`src/rtl/mac_psum_accum_ctrl_if.sv`:
```
// Handshake and data bundle between mac_psum_accum_ctrl, the MAC array, the accumulator
// and the layer controller. The controller itself connects through the master modport.
interface mac_psum_accum_ctrl_if #(
    parameter int MAX_LEN = 64,
    parameter int PASS_W  = 8
);
    localparam int LEN_W = $clog2(MAX_LEN);

    logic              i_cmd_valid;
    logic              o_cmd_ready;
    logic [LEN_W-1:0]  i_cmd_len_m1;
    logic [PASS_W-1:0] i_cmd_pass_m1;
    logic [31:0]       i_cmd_bias;

    logic              i_psum_valid;
    logic              o_psum_ready;
    logic [31:0]       i_psum_data;

    logic              o_acc_psum_valid;
    logic              i_acc_psum_ready;
    logic [31:0]       o_acc_psum_data;
    logic              o_acc_inter_end;
    logic              o_acc_accum_end;

    logic              o_acc_bias_enable;
    logic              o_acc_bias_valid;
    logic              i_acc_bias_ready;
    logic [31:0]       o_acc_bias_data;

    logic              i_acc_out_valid;
    logic              i_acc_out_ready;

    logic              o_busy;
    logic              o_done;

    modport master (
        input  i_cmd_valid, i_cmd_len_m1, i_cmd_pass_m1, i_cmd_bias,
        input  i_psum_valid, i_psum_data,
        input  i_acc_psum_ready, i_acc_bias_ready,
        input  i_acc_out_valid, i_acc_out_ready,
        output o_cmd_ready, o_psum_ready,
        output o_acc_psum_valid, o_acc_psum_data, o_acc_inter_end, o_acc_accum_end,
        output o_acc_bias_enable, o_acc_bias_valid, o_acc_bias_data,
        output o_busy, o_done
    );

    modport slave (
        output i_cmd_valid, i_cmd_len_m1, i_cmd_pass_m1, i_cmd_bias,
        output i_psum_valid, i_psum_data,
        output i_acc_psum_ready, i_acc_bias_ready,
        output i_acc_out_valid, i_acc_out_ready,
        input  o_cmd_ready, o_psum_ready,
        input  o_acc_psum_valid, o_acc_psum_data, o_acc_inter_end, o_acc_accum_end,
        input  o_acc_bias_enable, o_acc_bias_valid, o_acc_bias_data,
        input  o_busy, o_done
    );
endinterface

```
`src/rtl/mac_psum_accum_ctrl.sv`:
```
// Tile sequencer for mac_psum_accumulator: bias issue, psum pass-through with pass framing,
// output-beat counting and a done pulse. Define MAC_ACC_CTRL_BIAS_EN to enable the bias phase.
module mac_psum_accum_ctrl #(
    parameter int MAX_LEN = 64,
    parameter int PASS_W  = 8
) (
    input  logic                  i_clk,
    input  logic                  i_reset,
    mac_psum_accum_ctrl_if.master bus
);
    localparam int LEN_W = $clog2(MAX_LEN);

`ifdef MAC_ACC_CTRL_BIAS_EN
    typedef enum logic [1:0] {IDLE = 2'd0, BIAS = 2'd1, STREAM = 2'd2, DRAIN = 2'd3} state_e;
`else
    typedef enum logic [1:0] {IDLE = 2'd0, STREAM = 2'd2, DRAIN = 2'd3} state_e;
`endif

    state_e            state_q, state_d;
    logic [LEN_W-1:0]  len_q, len_d;
    logic [LEN_W-1:0]  beat_q, beat_d;
    logic [PASS_W-1:0] pass_m1_q, pass_m1_d;
    logic [PASS_W-1:0] pass_q, pass_d;
    logic [LEN_W:0]    ocnt_q, ocnt_d;
    logic              done_q, done_d;

    logic              in_stream;
    logic              cmd_fire;
    logic              psum_hs;
    logic              out_hs;
    logic              last_beat;
    logic              last_pass;
    logic [LEN_W:0]    len_p1;

    assign in_stream = (state_q == STREAM);
    assign cmd_fire  = (state_q == IDLE) && bus.i_cmd_valid;
    assign psum_hs   = in_stream && bus.i_psum_valid && bus.i_acc_psum_ready;
    assign out_hs    = ((state_q == STREAM) || (state_q == DRAIN))
                       && bus.i_acc_out_valid && bus.i_acc_out_ready;
    assign last_beat = (beat_q == len_q);
    assign last_pass = (pass_q == pass_m1_q);
    assign len_p1    = {1'b0, len_q} + (LEN_W+1)'(1);

    always_ff @(posedge i_clk or negedge i_reset) begin
        if (!i_reset) begin
            state_q   <= IDLE;
            len_q     <= '0;
            beat_q    <= '0;
            pass_m1_q <= '0;
            pass_q    <= '0;
            ocnt_q    <= '0;
            done_q    <= 1'b0;
        end else begin
            state_q   <= state_d;
            len_q     <= len_d;
            beat_q    <= beat_d;
            pass_m1_q <= pass_m1_d;
            pass_q    <= pass_d;
            ocnt_q    <= ocnt_d;
            done_q    <= done_d;
        end
    end

    // ocnt_d already includes this cycle's output handshake, so completion checks see it.
    always_comb begin
        state_d   = state_q;
        len_d     = len_q;
        beat_d    = beat_q;
        pass_m1_d = pass_m1_q;
        pass_d    = pass_q;
        ocnt_d    = out_hs ? (ocnt_q + (LEN_W+1)'(1)) : ocnt_q;
        done_d    = 1'b0;

        case (state_q)
            IDLE: begin
                if (cmd_fire) begin
                    len_d     = bus.i_cmd_len_m1;
                    pass_m1_d = bus.i_cmd_pass_m1;
                    beat_d    = '0;
                    pass_d    = '0;
                    ocnt_d    = '0;
`ifdef MAC_ACC_CTRL_BIAS_EN
                    state_d   = BIAS;
`else
                    state_d   = STREAM;
`endif
                end
            end
`ifdef MAC_ACC_CTRL_BIAS_EN
            BIAS: begin
                if (bus.i_acc_bias_ready) state_d = STREAM;
            end
`endif
            STREAM: begin
                if (psum_hs) begin
                    if (!last_beat) begin
                        beat_d = beat_q + LEN_W'(1);
                    end else begin
                        beat_d = '0;
                        // The pass counter holds on the final pass so it never wraps.
                        if (!last_pass) begin
                            pass_d = pass_q + PASS_W'(1);
                        end else if (ocnt_d == len_p1) begin
                            state_d = IDLE;
                            done_d  = 1'b1;
                        end else begin
                            state_d = DRAIN;
                        end
                    end
                end
            end
            DRAIN: begin
                if (out_hs && (ocnt_d == len_p1)) begin
                    state_d = IDLE;
                    done_d  = 1'b1;
                end
            end
            default: state_d = IDLE;
        endcase
    end

    assign bus.o_cmd_ready      = (state_q == IDLE);
    assign bus.o_busy           = (state_q != IDLE);
    assign bus.o_done           = done_q;
    assign bus.o_acc_psum_valid = in_stream && bus.i_psum_valid;
    assign bus.o_psum_ready     = in_stream && bus.i_acc_psum_ready;
    assign bus.o_acc_psum_data  = in_stream ? bus.i_psum_data : 32'd0;
    assign bus.o_acc_inter_end  = in_stream && last_beat;
    assign bus.o_acc_accum_end  = in_stream && last_pass;

`ifdef MAC_ACC_CTRL_BIAS_EN
    logic [31:0] bias_q;

    always_ff @(posedge i_clk or negedge i_reset) begin
        if (!i_reset) begin
            bias_q <= '0;
        end else if (cmd_fire) begin
            bias_q <= bus.i_cmd_bias;
        end
    end

    assign bus.o_acc_bias_enable = 1'b1;
    assign bus.o_acc_bias_valid  = (state_q == BIAS);
    assign bus.o_acc_bias_data   = bias_q;
`else
    logic unused_bias;
    assign unused_bias = ^{bus.i_cmd_bias, bus.i_acc_bias_ready};

    assign bus.o_acc_bias_enable = 1'b0;
    assign bus.o_acc_bias_valid  = 1'b0;
    assign bus.o_acc_bias_data   = 32'd0;
`endif
endmodule

```
`src/flat_wrapper.sv`:
```
// flat-port wrapper written by rule: the top's interface ports become plain ports
module mac_psum_accum_ctrl_flat 
#(
    parameter int MAX_LEN = 64,
    parameter int PASS_W  = 8
)
  (i_clk, i_reset, bus_i_cmd_valid, bus_i_cmd_len_m1, bus_i_cmd_pass_m1, bus_i_cmd_bias, bus_i_psum_valid, bus_i_psum_data, bus_i_acc_psum_ready, bus_i_acc_bias_ready, bus_i_acc_out_valid, bus_i_acc_out_ready, bus_o_cmd_ready, bus_o_psum_ready, bus_o_acc_psum_valid, bus_o_acc_psum_data, bus_o_acc_inter_end, bus_o_acc_accum_end, bus_o_acc_bias_enable, bus_o_acc_bias_valid, bus_o_acc_bias_data, bus_o_busy, bus_o_done);
  mac_psum_accum_ctrl_if #(.MAX_LEN(MAX_LEN), .PASS_W(PASS_W)) bus_i ();
  input  logic i_clk;
  input  logic i_reset;
  input wire logic [$bits(bus_i.i_cmd_valid)-1:0] bus_i_cmd_valid;
  input wire logic [$bits(bus_i.i_cmd_len_m1)-1:0] bus_i_cmd_len_m1;
  input wire logic [$bits(bus_i.i_cmd_pass_m1)-1:0] bus_i_cmd_pass_m1;
  input wire logic [$bits(bus_i.i_cmd_bias)-1:0] bus_i_cmd_bias;
  input wire logic [$bits(bus_i.i_psum_valid)-1:0] bus_i_psum_valid;
  input wire logic [$bits(bus_i.i_psum_data)-1:0] bus_i_psum_data;
  input wire logic [$bits(bus_i.i_acc_psum_ready)-1:0] bus_i_acc_psum_ready;
  input wire logic [$bits(bus_i.i_acc_bias_ready)-1:0] bus_i_acc_bias_ready;
  input wire logic [$bits(bus_i.i_acc_out_valid)-1:0] bus_i_acc_out_valid;
  input wire logic [$bits(bus_i.i_acc_out_ready)-1:0] bus_i_acc_out_ready;
  output wire logic [$bits(bus_i.o_cmd_ready)-1:0] bus_o_cmd_ready;
  output wire logic [$bits(bus_i.o_psum_ready)-1:0] bus_o_psum_ready;
  output wire logic [$bits(bus_i.o_acc_psum_valid)-1:0] bus_o_acc_psum_valid;
  output wire logic [$bits(bus_i.o_acc_psum_data)-1:0] bus_o_acc_psum_data;
  output wire logic [$bits(bus_i.o_acc_inter_end)-1:0] bus_o_acc_inter_end;
  output wire logic [$bits(bus_i.o_acc_accum_end)-1:0] bus_o_acc_accum_end;
  output wire logic [$bits(bus_i.o_acc_bias_enable)-1:0] bus_o_acc_bias_enable;
  output wire logic [$bits(bus_i.o_acc_bias_valid)-1:0] bus_o_acc_bias_valid;
  output wire logic [$bits(bus_i.o_acc_bias_data)-1:0] bus_o_acc_bias_data;
  output wire logic [$bits(bus_i.o_busy)-1:0] bus_o_busy;
  output wire logic [$bits(bus_i.o_done)-1:0] bus_o_done;
  assign bus_i.i_cmd_valid = bus_i_cmd_valid;
  assign bus_i.i_cmd_len_m1 = bus_i_cmd_len_m1;
  assign bus_i.i_cmd_pass_m1 = bus_i_cmd_pass_m1;
  assign bus_i.i_cmd_bias = bus_i_cmd_bias;
  assign bus_i.i_psum_valid = bus_i_psum_valid;
  assign bus_i.i_psum_data = bus_i_psum_data;
  assign bus_i.i_acc_psum_ready = bus_i_acc_psum_ready;
  assign bus_i.i_acc_bias_ready = bus_i_acc_bias_ready;
  assign bus_i.i_acc_out_valid = bus_i_acc_out_valid;
  assign bus_i.i_acc_out_ready = bus_i_acc_out_ready;
  assign bus_o_cmd_ready = bus_i.o_cmd_ready;
  assign bus_o_psum_ready = bus_i.o_psum_ready;
  assign bus_o_acc_psum_valid = bus_i.o_acc_psum_valid;
  assign bus_o_acc_psum_data = bus_i.o_acc_psum_data;
  assign bus_o_acc_inter_end = bus_i.o_acc_inter_end;
  assign bus_o_acc_accum_end = bus_i.o_acc_accum_end;
  assign bus_o_acc_bias_enable = bus_i.o_acc_bias_enable;
  assign bus_o_acc_bias_valid = bus_i.o_acc_bias_valid;
  assign bus_o_acc_bias_data = bus_i.o_acc_bias_data;
  assign bus_o_busy = bus_i.o_busy;
  assign bus_o_done = bus_i.o_done;
  mac_psum_accum_ctrl #(.MAX_LEN(MAX_LEN), .PASS_W(PASS_W)) u_core (.i_clk(i_clk), .i_reset(i_reset), .bus(bus_i));
endmodule
```
`config.mk`:
```
export PLATFORM = sky130hd
export DESIGN_NAME = mac_psum_accum_ctrl_flat
export DESIGN_NICKNAME = d
export VERILOG_FILES = /design/src/rtl/mac_psum_accum_ctrl_if.sv /design/src/rtl/mac_psum_accum_ctrl.sv /design/src/flat_wrapper.sv
export SDC_FILE = /design/constraint.sdc
export NUM_CORES = 1
export LEC_CHECK = 0
export ABC_AREA = 1
export CAP_MARGIN = 20
export CORE_MARGIN = 2
export CORE_UTILIZATION = 42
export CTS_CLUSTER_DIAMETER = 40
export CTS_CLUSTER_SIZE = 8
export DETAILED_ROUTE_END_ITERATION = 12
export PLACE_DENSITY = 0.87
export SLEW_MARGIN = 20
export SYNTH_ARGS = -nofsm -noshare
export SYNTH_HDL_FRONTEND = slang
export SYNTH_SLANG_ARGS = --single-unit
```
`constraint.sdc`:
```
create_clock -name i_clk -period 3.6 [get_ports i_clk]
set_clock_uncertainty 0.05 [all_clocks]
set_input_delay 0.36 -clock i_clk [delete_from_list [all_inputs] [get_ports i_clk]]
set_output_delay 0.36 -clock i_clk [all_outputs]
set_load 0.01 [all_outputs]
```
==> results.md, run 1 <==
* Max-cap violations at 0
* Post-CTS Resized at 0
* Slew headroom at 0.530
* Synth area leader: dfrtp_1
* RSZ-0062 raised after global routing: false
* Setup TNS at 0 ns
* Hold WS at 0.436 ns
* Synth unique cells at 27
* Sequential fraction of the synthesis area at 0.334
* Final worst slack at 0.964 ns
* DR iter-0 viols at 152
* Fin util at 0.586
* CP max-delay cell: clkdlybuf4s50_1
* Slowest cell delay on critical path at 0.58 ns
* PortBufs at 91
* Remaining DRCs at 0
* Post-synth EDFFs at 0
* Most common cell after layout, fill and taps aside: nand2_1
* Final nets at 618
* Final min period at 2.64 ns
* H-tree levels at 2
* Simple logic cell fraction of the synthesized area at 0.352
* Worst-Skew Late Latency at 0.29 ns
* CTS Root Cell: clkbuf_8
* Crit path max-delay family: buffers and inverters
* CTS Buffer Depth at 2
* Total GRT Usage at 0.203
* Post-synth top flop: dfrtp_1
* Mux share of post-synthesis cell area at 0
* Area share of the largest cell type after synthesis at 0.334
* Synth area leaders: dfrtp_1, nand2_1, buf_4, inv_1, nor2_1
* Share of post-route cells with drive strength above 1 at 0.0491
* Critical-path maximum fanout at 43
* Adder-cell share of the synthesized area at 0.0176
* Avg WL per Cell at 12.3 um
* Die ar. at 0.00745 mm2
* Via count at 2812
* Most common cell on crit path: inv_2
* Die height at 86.3 um
* Multi-input gate area at 0.00144 mm2
* Crit. End Element: primary output
* Flop-to-flop setup slack at 1.38 ns
* CTS Buf Count at 5
* GP Congestion at 0.853
* Detailed Route WL at 7.45 mm
* Power per cell area at 392 mW/mm2
* Post-place setup slack at 1.25 ns
* Die width at 86.3 um
* Vias in the first global route at 2613
* Synth Register Bits at 38
* Maximum clock rate at 0.379 GHz
* Setup violators final at 0
* WP data required at 3.19 ns
* CP Buf/Inv Count at 3
* Synth Area per Inst at 6.46 um2
* Hold/Removal Path Class: input pin to asynchronous set/reset pin
* Synth Cell Area at 0.00284 mm2
* Clk sinks at 38
* Synth async-reset ratio at 1.00
* DPL Wire Length at 5.91 mm
* Largest net degree at the start of global routing at 44
* Worst-path cell chain: inv_2 > nor2_4 > inv_2 > nor2_1 > clkdlybuf4s50_1
* Reg2reg end: u_core.pass_q[3]
* Ys Warns at 0
* Fillers at 582
* First-pass GRT wire length at 12.1 mm
* Most frequent cells in the layout: nand2_1, clkdlybuf4s50_1, inv_1, nor2_1, dfrtp_1
* Worst r2r path cells at 10
* Initial Utilization at 0.440
* Diodes inserted at 0
* FF/Latch Area at 951 um2
* GRT overflow at 0
* Max Slew Vio Count at 0
* Hold Fails Final Rpt at 0
* Antenna violations before repair at 0
* Worst path depth at 5
* Crit path to: bus_o_acc_psum_data[12]
* # rows at 29
* Core Area at 0.00646 mm2
* Worst R2R Start: u_core.state_q[1]
* Crit path kind: flip-flop to primary output
* I/O pin count at 159
* Vias per std cell at 4.64
* Arrival @ worst endpoint at 2.23 ns
* Peak VDD IR at 0.356 mV
* Worst Max-Slew Pin Slew at 0.704 ns
* Hold-fix buffers, CTS at 0
* Post-DRT Antenna Nets at 0
* Largest family of logic cells by synthesized area: simple AND/OR/NAND/NOR gates
* CTS clk-pin slew, worst paths at 0.07 ns
* First-pass DRT Iterations at 4
* Synth Area in Compound Gates at 0.0348
* Status: finished, final reports clean
* CTS tree: done
* Crit start category: flip-flop
* Setup bufs post-CTS at 0
* Period utilization at 0.732
* Setup crit start: u_core.state_q[1]
* P_leak at 2.01 nW
* Post-synthesis xor/xnor area fraction at 0.0585
* Layout area overhead at 33.0%
* Post-Synthesis Cells at 440
cells by family after synthesis:
group                      Yosys count
and+or+nand+nor                    241
DFF                                 38
adders and majority gates            4
AOI/OAI and AO/OA                   19
xor gates and xnor gates            19
other                                1
buffers and inverters              118
cells in the mapped netlist (all sizes together) (2+ instances only):
cell type and instances:
nand2 130, nor2 74, inv 73, dfrtp 38, buf 36, nand3 26
o21ai 12, xnor2 10, clkbuf 9, xor2 9, nand4 6, a21oi 5
ha 4, nor3 2
power breakdown:
group | switching [mW] | internal [mW] | leakage (nW)
Combinational | 0.295 | 0.260 | 1.50
Sequential | 0.109 | 0.515 | 0.467
Clock | 0.148 | 0.155 | 0.0482
Total | 0.552 | 0.930 | 2.01
worst reg2reg max path, cell delays in order, from the launching register on:
cell	delay, ns
dfrtp_1	0.45
inv_2	0.15
nor2_4	0.07
inv_2	0.52
nor2_2	0.08
nand2_1	0.14
o21ai_1	0.08
nand2_1	0.30
inv_2	0.13
nand2_1	0.08
nand2_1	0.05
state kept, by name (all words and copies together) (netlist names):
signal             count
u_core.len_q           6
u_core.pass_m1_q       8
u_core.state_q         2
u_core.bus.o_done      1
u_core.beat_q          6
u_core.ocnt_q          7
u_core.pass_q          8
final cells by class:
cell class	count	share of cell area
Clock buffer	7	0.0228
Clock inverter	1	0.00132
Inverter	73	0.0724
Multi-Input combinational cell	317	0.382
Sequential cell	38	0.251
Tap cell	77	0.0255
Timing Repair Buffer	93	0.245
layer usage:
metal,global-route usage,share of wire
met4,0.0440,0.0068
met5,0,0
met1,0.235,0.40
met3,0.0343,0.070
met2,0.389,0.52
metrics by stage:
step / total power, mW / instances / instance area (um2)
final: 1.48 / 606 / 3780
after floorplan: 1.00 / 473 / 2970
after CTS: 1.49 / 606 / 3780
after global placement: 1.15 / 598 / 3690
after detailed placement: 1.18 / 598 / 3690
after global routing: 1.61 / 606 / 3780
how the worst min path moves through the flow:
| stage | to | start | cells after the start | slack (ns) |
|---|---|---|---|---|
| 2_1_floorplan | u_core.beat_q[0] | i_reset | 0 | 0.01 |
| 3_3_place_gp | u_core.pass_m1_q[1] | u_core.pass_m1_q[1] | 2 | 0.43 |
| 3_5_place_dp | u_core.pass_m1_q[3] | u_core.pass_m1_q[3] | 2 | 0.43 |
| 4_1_cts | u_core.pass_m1_q[0] | u_core.pass_m1_q[0] | 2 | 0.45 |
| 5_1_grt | u_core.pass_m1_q[0] | u_core.pass_m1_q[0] | 2 | 0.48 |
| 6_report | u_core.len_q[5] | i_reset | 2 | 0.44 |
Note: power is estimated with default switching activity, not from simulation.
==> run 2, diff against run 1 <==
--- a/config.mk
+++ b/config.mk
@@ -8,11 +8,11 @@
 export ABC_AREA = 1
 export CAP_MARGIN = 20
 export CORE_MARGIN = 2
-export CORE_UTILIZATION = 42
+export CORE_UTILIZATION = 39
 export CTS_CLUSTER_DIAMETER = 40
 export CTS_CLUSTER_SIZE = 8
 export DETAILED_ROUTE_END_ITERATION = 12
-export PLACE_DENSITY = 0.87
+export PLACE_DENSITY = 0.81
 export SLEW_MARGIN = 20
 export SYNTH_ARGS = -nofsm -noshare
 export SYNTH_HDL_FRONTEND = slang
==> constraint.sdc (replaced) <==
create_clock -name i_clk -period 2.5 [get_ports i_clk]
set_clock_uncertainty 0.05 [all_clocks]
set_input_delay 0.25 -clock i_clk [delete_from_list [all_inputs] [get_ports i_clk]]
set_output_delay 0.25 -clock i_clk [all_outputs]
set_load 0.01 [all_outputs]
==> run 2 against run 1 <==
Net effect:
- clock power increased by 51%
- worst hold slack got worse by 0.11 ns
- setup slack got worse by 0.84 ns
- via count increased by 1.3%
- critical endpoint is now bus_o_acc_inter_end
- largest cell class unchanged
- highest routed layer unchanged
==> results.md, run 2 (synthesis results as in run 1) <==
* First-pass DRT Iterations at 4 (unchanged)
* Fin util at 0.535 (-0.0504)
* Die width at 89.4 um (+3.6%)
* Net Sw Power at 811 uW (+47%)
* Crit start category: flip-flop
* Final worst slack at 0.122 ns (-0.842 ns)
* Detailed Route WL at 7.20 mm (-3.4%)
* GP Congestion at 0.830 (-2.7%)
* Final min period at 2.38 ns
* Largest regs: u_core.pass_m1_q: 8 flops, u_core.pass_q: 8 flops, u_core.ocnt_q: 7 flops
* Met1 Track Usage GR at 0.206 (-0.0294)
* Hold/Removal Path Class: input pin to asynchronous set/reset pin
* Period utilization at 0.951
* Critical-path maximum fanout at 4 (-91%)
* Hold WS at 0.328 ns (-0.109 ns)
* Final nets at 618 (unchanged)
* Avg WL per Cell at 11.5 um (-6.8%)
* Vias in the first global route at 2695 (+3.1%)
* Worst r2r path cells at 10 (unchanged)
* PortBufs at 91 (unchanged)
* Int Pwr at 1.34 mW (+44%)
* Max-cap violations at 0 (unchanged)
* CTS clk-pin slew, worst paths at 0.08 ns (about the same)
* Total GRT Usage at 0.183 (-0.0203)
* Setup TNS at 0 ns (unchanged)
* RSZ-0062 raised after global routing: false
* Most frequent cells in the layout: nand2_1, clkdlybuf4s50_1, inv_1, nor2_1, dfrtp_1
* Maximum clock rate at 0.421 GHz
* Switching Share at 0.378 (+0.00487)
* Met3 GRT Util at 0.0314 (-0.00289)
* Register share of total power at 0.420 (about the same)
* Total power at 2.15 mW (+45%)
* Power share of the combinational group at 0.367 (-0.008)
* GR met2 Demand/Resource at 0.356 (-0.0335)
* Die ar. at 0.00799 mm2 (+7.3%)
* Flop-to-flop setup slack at 0.40 ns (-0.98 ns)
* Clk sinks at 38 (unchanged)
* Worst-Skew Late Latency at 0.30 ns (about the same)
* CTS Root Cell: clkbuf_8
* CTS Buf Count at 5 (unchanged)
* H-tree levels at 2 (unchanged)
* WP data required at 2.20 ns (-0.99 ns)
* Clk pwr share at 0.213 (+0.009)
* Antenna violations before repair at 0 (unchanged)
* CTS Buffer Depth at 2 (unchanged)
* Reg2reg end: u_core.pass_q[4]
* # rows at 31 (+6.9%)
* Crit. End Element: primary output
* Post-DRT Antenna Nets at 0 (unchanged)
* P_leak at 2.03 nW (+0.81%)
* Remaining DRCs at 0 (unchanged)
* Power per cell area at 563 mW/mm2 (+44%)
* DR iter-0 viols at 119 (-22%)
* Diodes inserted at 0 (unchanged)
* Setup violators final at 0 (unchanged)
* Die height at 89.4 um (+3.6%)
* Hold Fails Final Rpt at 0 (unchanged)
* Fillers at 688 (+18%)
* Max Slew Vio Count at 0 (unchanged)
* Multi-input gate area at 0.00144 mm2 (unchanged)
* Arrival @ worst endpoint at 2.08 ns (-0.15 ns)
* Worst R2R Start: u_core.state_q[1]
* Via count at 2848 (+1.3%)
* I/O pin count at 159 (unchanged)
* Core Area at 0.00714 mm2 (+10%)
* Busiest layer in global routing: met2
* First-pass GRT wire length at 11.5 mm (-4.4%)
* Vias per std cell at 4.54 (-2.3%)
* GRT overflow at 0 (unchanged)
* Initial Utilization at 0.398 (-0.0418)
* Post-place setup slack at 0.226 ns (-1.02 ns)
* Layout area overhead at 34.3%
* CTS tree: done
* Peak VDD IR at 0.388 mV (+9.1%)
* Largest net degree at the start of global routing at 44 (unchanged)
* Share of post-route cells with drive strength above 1 at 0.0529 (+0.00378)
* Status: finished, final reports clean
* FF/Latch Area at 952 um2 (+0.13%)
* Most common cell after layout, fill and taps aside: nand2_1
* DPL Wire Length at 5.67 mm (-4.1%)
* Crit path kind: flip-flop to primary output
[run 2: cell types whose count changed in the layout (fill, tap and decap cells not counted), sizes merged]
cell / delta
clkbuf: -1
clkdlybuf4s50: -1
clkinvlp: +1
dlymetal6s2s: +1
[run 2: layout make-up]
| cell class | count | area share |
|---|---|---|
| inverter | 73 | 0.0724 |
| tap | 99 | 0.0324 |
| multi-input combinational | 317 | 0.378 |
| clock buffer | 6 | 0.0216 |
| timing repair buffer | 93 | 0.243 |
| clock inverter | 2 | 0.00328 |
| sequential | 38 | 0.249 |
[run 2: worst max path at each step]
stage                                 start                   to  slack, ns  cells past startpoint
after global placement    u_core.state_q[1]     u_core.pass_q[7]       0.32                     10
after floorplan           u_core.state_q[1]     u_core.beat_q[5]       0.78                     10
after detailed placement  u_core.state_q[1]     u_core.pass_q[4]       0.23                     10
final                       u_core.len_q[5]  bus_o_acc_inter_end       0.12                      6
after global routing        u_core.len_q[5]  bus_o_acc_inter_end       0.02                      6
after CTS                 u_core.state_q[1]  bus_o_acc_accum_end       0.09                      5
[run 2: timing repair]
action                     in CTS  in global routing
setup endpoints to repair       5                  1
hold buffers                    0                  0
gates resized for setup         1                  2
buffers inserted                0                  0
hold endpoints to repair        0                  0
[run 2: routing by layer]
layer | wire (um) | share of wire | up-vias
met5 | 0 | 0 | -
met4 | 55 | 0.0076 | 0
met3 | 477 | 0.066 | 6
met2 | 3770 | 0.52 | 106
met1 | 2900 | 0.40 | 1316
li1 | - | - | 1420
[run 2: stage by stage]
step	cells	area, um2
after detailed placement	620	3720
final	628	3820
after floorplan	473	2970
after global routing	628	3820
after CTS	628	3820
after global placement	620	3720
[run 2: critical path, stage by stage, from the launching register on]
cell and delay [ns]:
dfrtp_1 0.41, inv_1 0.13, nor2_1 0.05, nor4_1 0.28, nand3_1 0.21, nor2_1 0.15, clkdlybuf4s50_1 0.55
[run 2: power by group through the flow]
stage               sequential, mW  combinational [mW]  clock (mW)
floorplan                    0.852               0.592           0
global placement             0.899               0.760           0
detailed placement           0.910               0.790           0
CTS                          0.898               0.796       0.464
global route                 0.922               0.910       0.490
finish                       0.903               0.790       0.457
==> run 3, diff against run 2 <==
--- a/config.mk
+++ b/config.mk
@@ -8,11 +8,12 @@
 export ABC_AREA = 1
 export CAP_MARGIN = 20
 export CORE_MARGIN = 2
-export CORE_UTILIZATION = 39
+export CORE_UTILIZATION = 64
 export CTS_CLUSTER_DIAMETER = 40
 export CTS_CLUSTER_SIZE = 8
 export DETAILED_ROUTE_END_ITERATION = 12
-export PLACE_DENSITY = 0.81
+export DONT_BUFFER_PORTS = 1
+export PLACE_DENSITY = 0.8
 export SLEW_MARGIN = 20
 export SYNTH_ARGS = -nofsm -noshare
 export SYNTH_HDL_FRONTEND = slang
==> run 3 against run 2 <==
Net effect:
- sequential share of layout area increased by 8.3 points
- critical path depth down 1
- routed wire length shrank 12%
- critical path type unchanged
- critical endpoint is now bus_o_acc_accum_end
- largest cell class unchanged
- largest power group unchanged
- highest routed layer unchanged
==> results.md, run 3 (synthesis results as in run 1) <==
* Status: finished, final reports clean
* Final nets at 529 (-14%)
* Die width at 70.7 um (-21%)
* FF/Latch Area at 951 um2 (-0.13%)
* CTS tree: done
* Arrival @ worst endpoint at 1.78 ns (-0.30 ns)
* Die height at 70.7 um (-21%)
* RSZ-0062 raised after global routing: false
* Maximum clock rate at 0.481 GHz (+14%)
* DPL Wire Length at 4.84 mm (-15%)
* CP max-delay cell: dfrtp_1
* Hold Fails Final Rpt at 0 (unchanged)
* PortBufs at 0 (-100%)
* Total GRT Usage at 0.256 (+0.0731)
* Int Pwr at 1.17 mW (-13%)
* Detailed Route WL at 6.32 mm (-12%)
* Power per cell area at 681 mW/mm2 (+21%)
* Via count at 2512 (-12%)
* CTS Root Cell: clkbuf_8
* Avg WL per Cell at 12.9 um (+12%)
* Core Area at 0.00432 mm2 (-39%)
* Reg2reg end: u_core.state_q[1]
* Diodes inserted at 0 (unchanged)
* Power share of the combinational group at 0.330 (-0.037)
* P_leak at 1.67 nW (-18%)
* Worst R2R Start: u_core.len_q[0]
* First-pass GRT wire length at 10.2 mm (-12%)
* CTS Buf Count at 5 (unchanged)
* Vias in the first global route at 2252 (-16%)
* Worst-path cell chain: inv_2 > nor2_4 > inv_2 > buf_4 > nor2_1
* Die ar. at 0.00499 mm2 (-38%)
* Post-place setup slack at 0.479 ns (+0.253 ns)
* DR iter-0 viols at 91 (-24%)
* Initial Utilization at 0.658 (+0.259)
* Remaining DRCs at 0 (unchanged)
* Post-DRT Antenna Nets at 0 (unchanged)
* Largest net degree at the start of global routing at 43 (-2.3%)
* Switching Share at 0.399 (+0.0217)
* CTS Buffer Depth at 2 (unchanged)
* Multi-input gate area at 0.00144 mm2 (unchanged)
* Worst-Skew Late Latency at 0.29 ns (about the same)
* # rows at 24 (-23%)
* Flop-to-flop setup slack at 0.47 ns (+0.07 ns)
* Crit path to: bus_o_acc_accum_end
* Period utilization at 0.832 (-0.120)
* Vias per std cell at 5.12 (+13%)
* Antenna violations before repair at 0 (unchanged)
* Share of post-route cells with drive strength above 1 at 0.0615 (+0.00857)
* Hold/Removal Path Class: input pin to flip-flop
* Most common cell on crit path: inv_2
* Critical-path maximum fanout at 42 (+38)
* Hold Path Origin: bus_i_cmd_len_m1[2]
* H-tree levels at 2 (unchanged)
* Clk pwr share at 0.209 (-0.004)
* Post-CTS Resized at 0 (-1)
* Post-DP Area at 0.00275 mm2 (-26%)
* Total power at 1.95 mW (-9.4%)
* Final worst slack at 0.421 ns (+0.299 ns)
* Most common cell after layout, fill and taps aside: nand2_1
* I/O pin count at 159 (unchanged)
* Setup violators final at 0 (unchanged)
* Most frequent cells in the layout: nand2_1, inv_1, nor2_1, dfrtp_1, conb_1
* Peak VDD IR at 0.568 mV (+46%)
* Largest regs: u_core.pass_m1_q: 8 flops, u_core.pass_q: 8 flops, u_core.ocnt_q: 7 flops
* Final min period at 2.08 ns (-0.299 ns)
* Worst r2r path cells at 13 (+3)
* Crit. End Element: primary output
* Setup crit start: u_core.state_q[1]
* GP Congestion at 0.882 (+6.3%)
* CTS clk-pin slew, worst paths at 0.08 ns (about the same)
* Register share of total power at 0.461 (+0.041)
* Fillers at 402 (-42%)
* Slowest cell delay on critical path at 0.45 ns (-0.10 ns)
* Net Sw Power at 777 uW (-4.2%)
* Hold WS at 0.0157 ns (-0.312 ns)
* Layout area overhead at 0.484%
* Setup TNS at 0 ns (unchanged)
* Max-cap violations at 0 (unchanged)
* GRT overflow at 0 (unchanged)
* WP data required at 2.20 ns (about the same)
* Max Slew Vio Count at 0 (unchanged)
* Clk sinks at 38 (unchanged)
* Crit start category: flip-flop
* Design area at 0.00286 mm2 (-25%)
* Crit path kind: flip-flop to primary output
* First-pass DRT Iterations at 6 (+2)
==> run 3: cell count changes in the layout (fill, tap and decap cells not counted), sizes merged <==
cell,delta
dlygate4sd3,+1
buf,+1
clkinv,+1
clkbuf,-1
clkinvlp,-1
dlymetal6s2s,-1
clkdlybuf4s50,-90
==> run 3: worst max-delay path: cells and delay by family (launching register included) <==
kind          cells  cell delay, ns
simple gates      2            0.61
flops             1            0.45
buf+inv           3            0.42
==> run 3: worst min path at each step <==
stage | end | slack, ns | cells after the start
2_1_floorplan | u_core.beat_q[0] | -0.1 | 0
3_3_place_gp | u_core.ocnt_q[1] | -0.09 | 0
3_5_place_dp | u_core.ocnt_q[1] | -0.1 | 0
4_1_cts | u_core.pass_m1_q[0] | 0.01 | 2
5_1_grt | u_core.len_q[2] | 0.02 | 2
6_report | u_core.len_q[2] | 0.02 | 2
==> run 3: through the flow <==
stage	instances	utilization
final	491	0.661
after global routing	491	0.661
after CTS	491	0.661
after detailed placement	482	0.636
after global placement	482	0.636
after floorplan	473	-
==> run 3: metal layers <==
layer,part of all wire,GRT usage
met3,0.062,0.0470
met2,0.51,0.456
met4,0.0090,0.0629
met1,0.42,0.323
met5,0,0
==> run 3: power groups by stage <==
stage / Combinational (mW) / Clock (mW) / Sequential [mW]
floorplan: 0.592 / 0 / 0.852
global placement: 0.588 / 0 / 0.900
detailed placement: 0.620 / 0 / 0.907
CTS: 0.644 / 0.412 / 0.895
global route: 0.758 / 0.438 / 0.919
finish: 0.643 / 0.407 / 0.897
==> run 3: what timing repair did <==
item | in CTS | in global routing
setup buffers | 0 | 0
hold buffers | 2 | 0
hold endpoints to repair | 38 | 0
endpoints found under the setup margin | 0 | 0
==> run 3: layout make-up <==
cell class	count	share of cell area
Multi-Input combinational cell	317	0.505
Tap cell	52	0.0228
Clock inverter	2	0.00350
Timing Repair Buffer	4	0.0158
Inverter	73	0.0959
Clock buffer	5	0.0241
Sequential cell	38	0.333
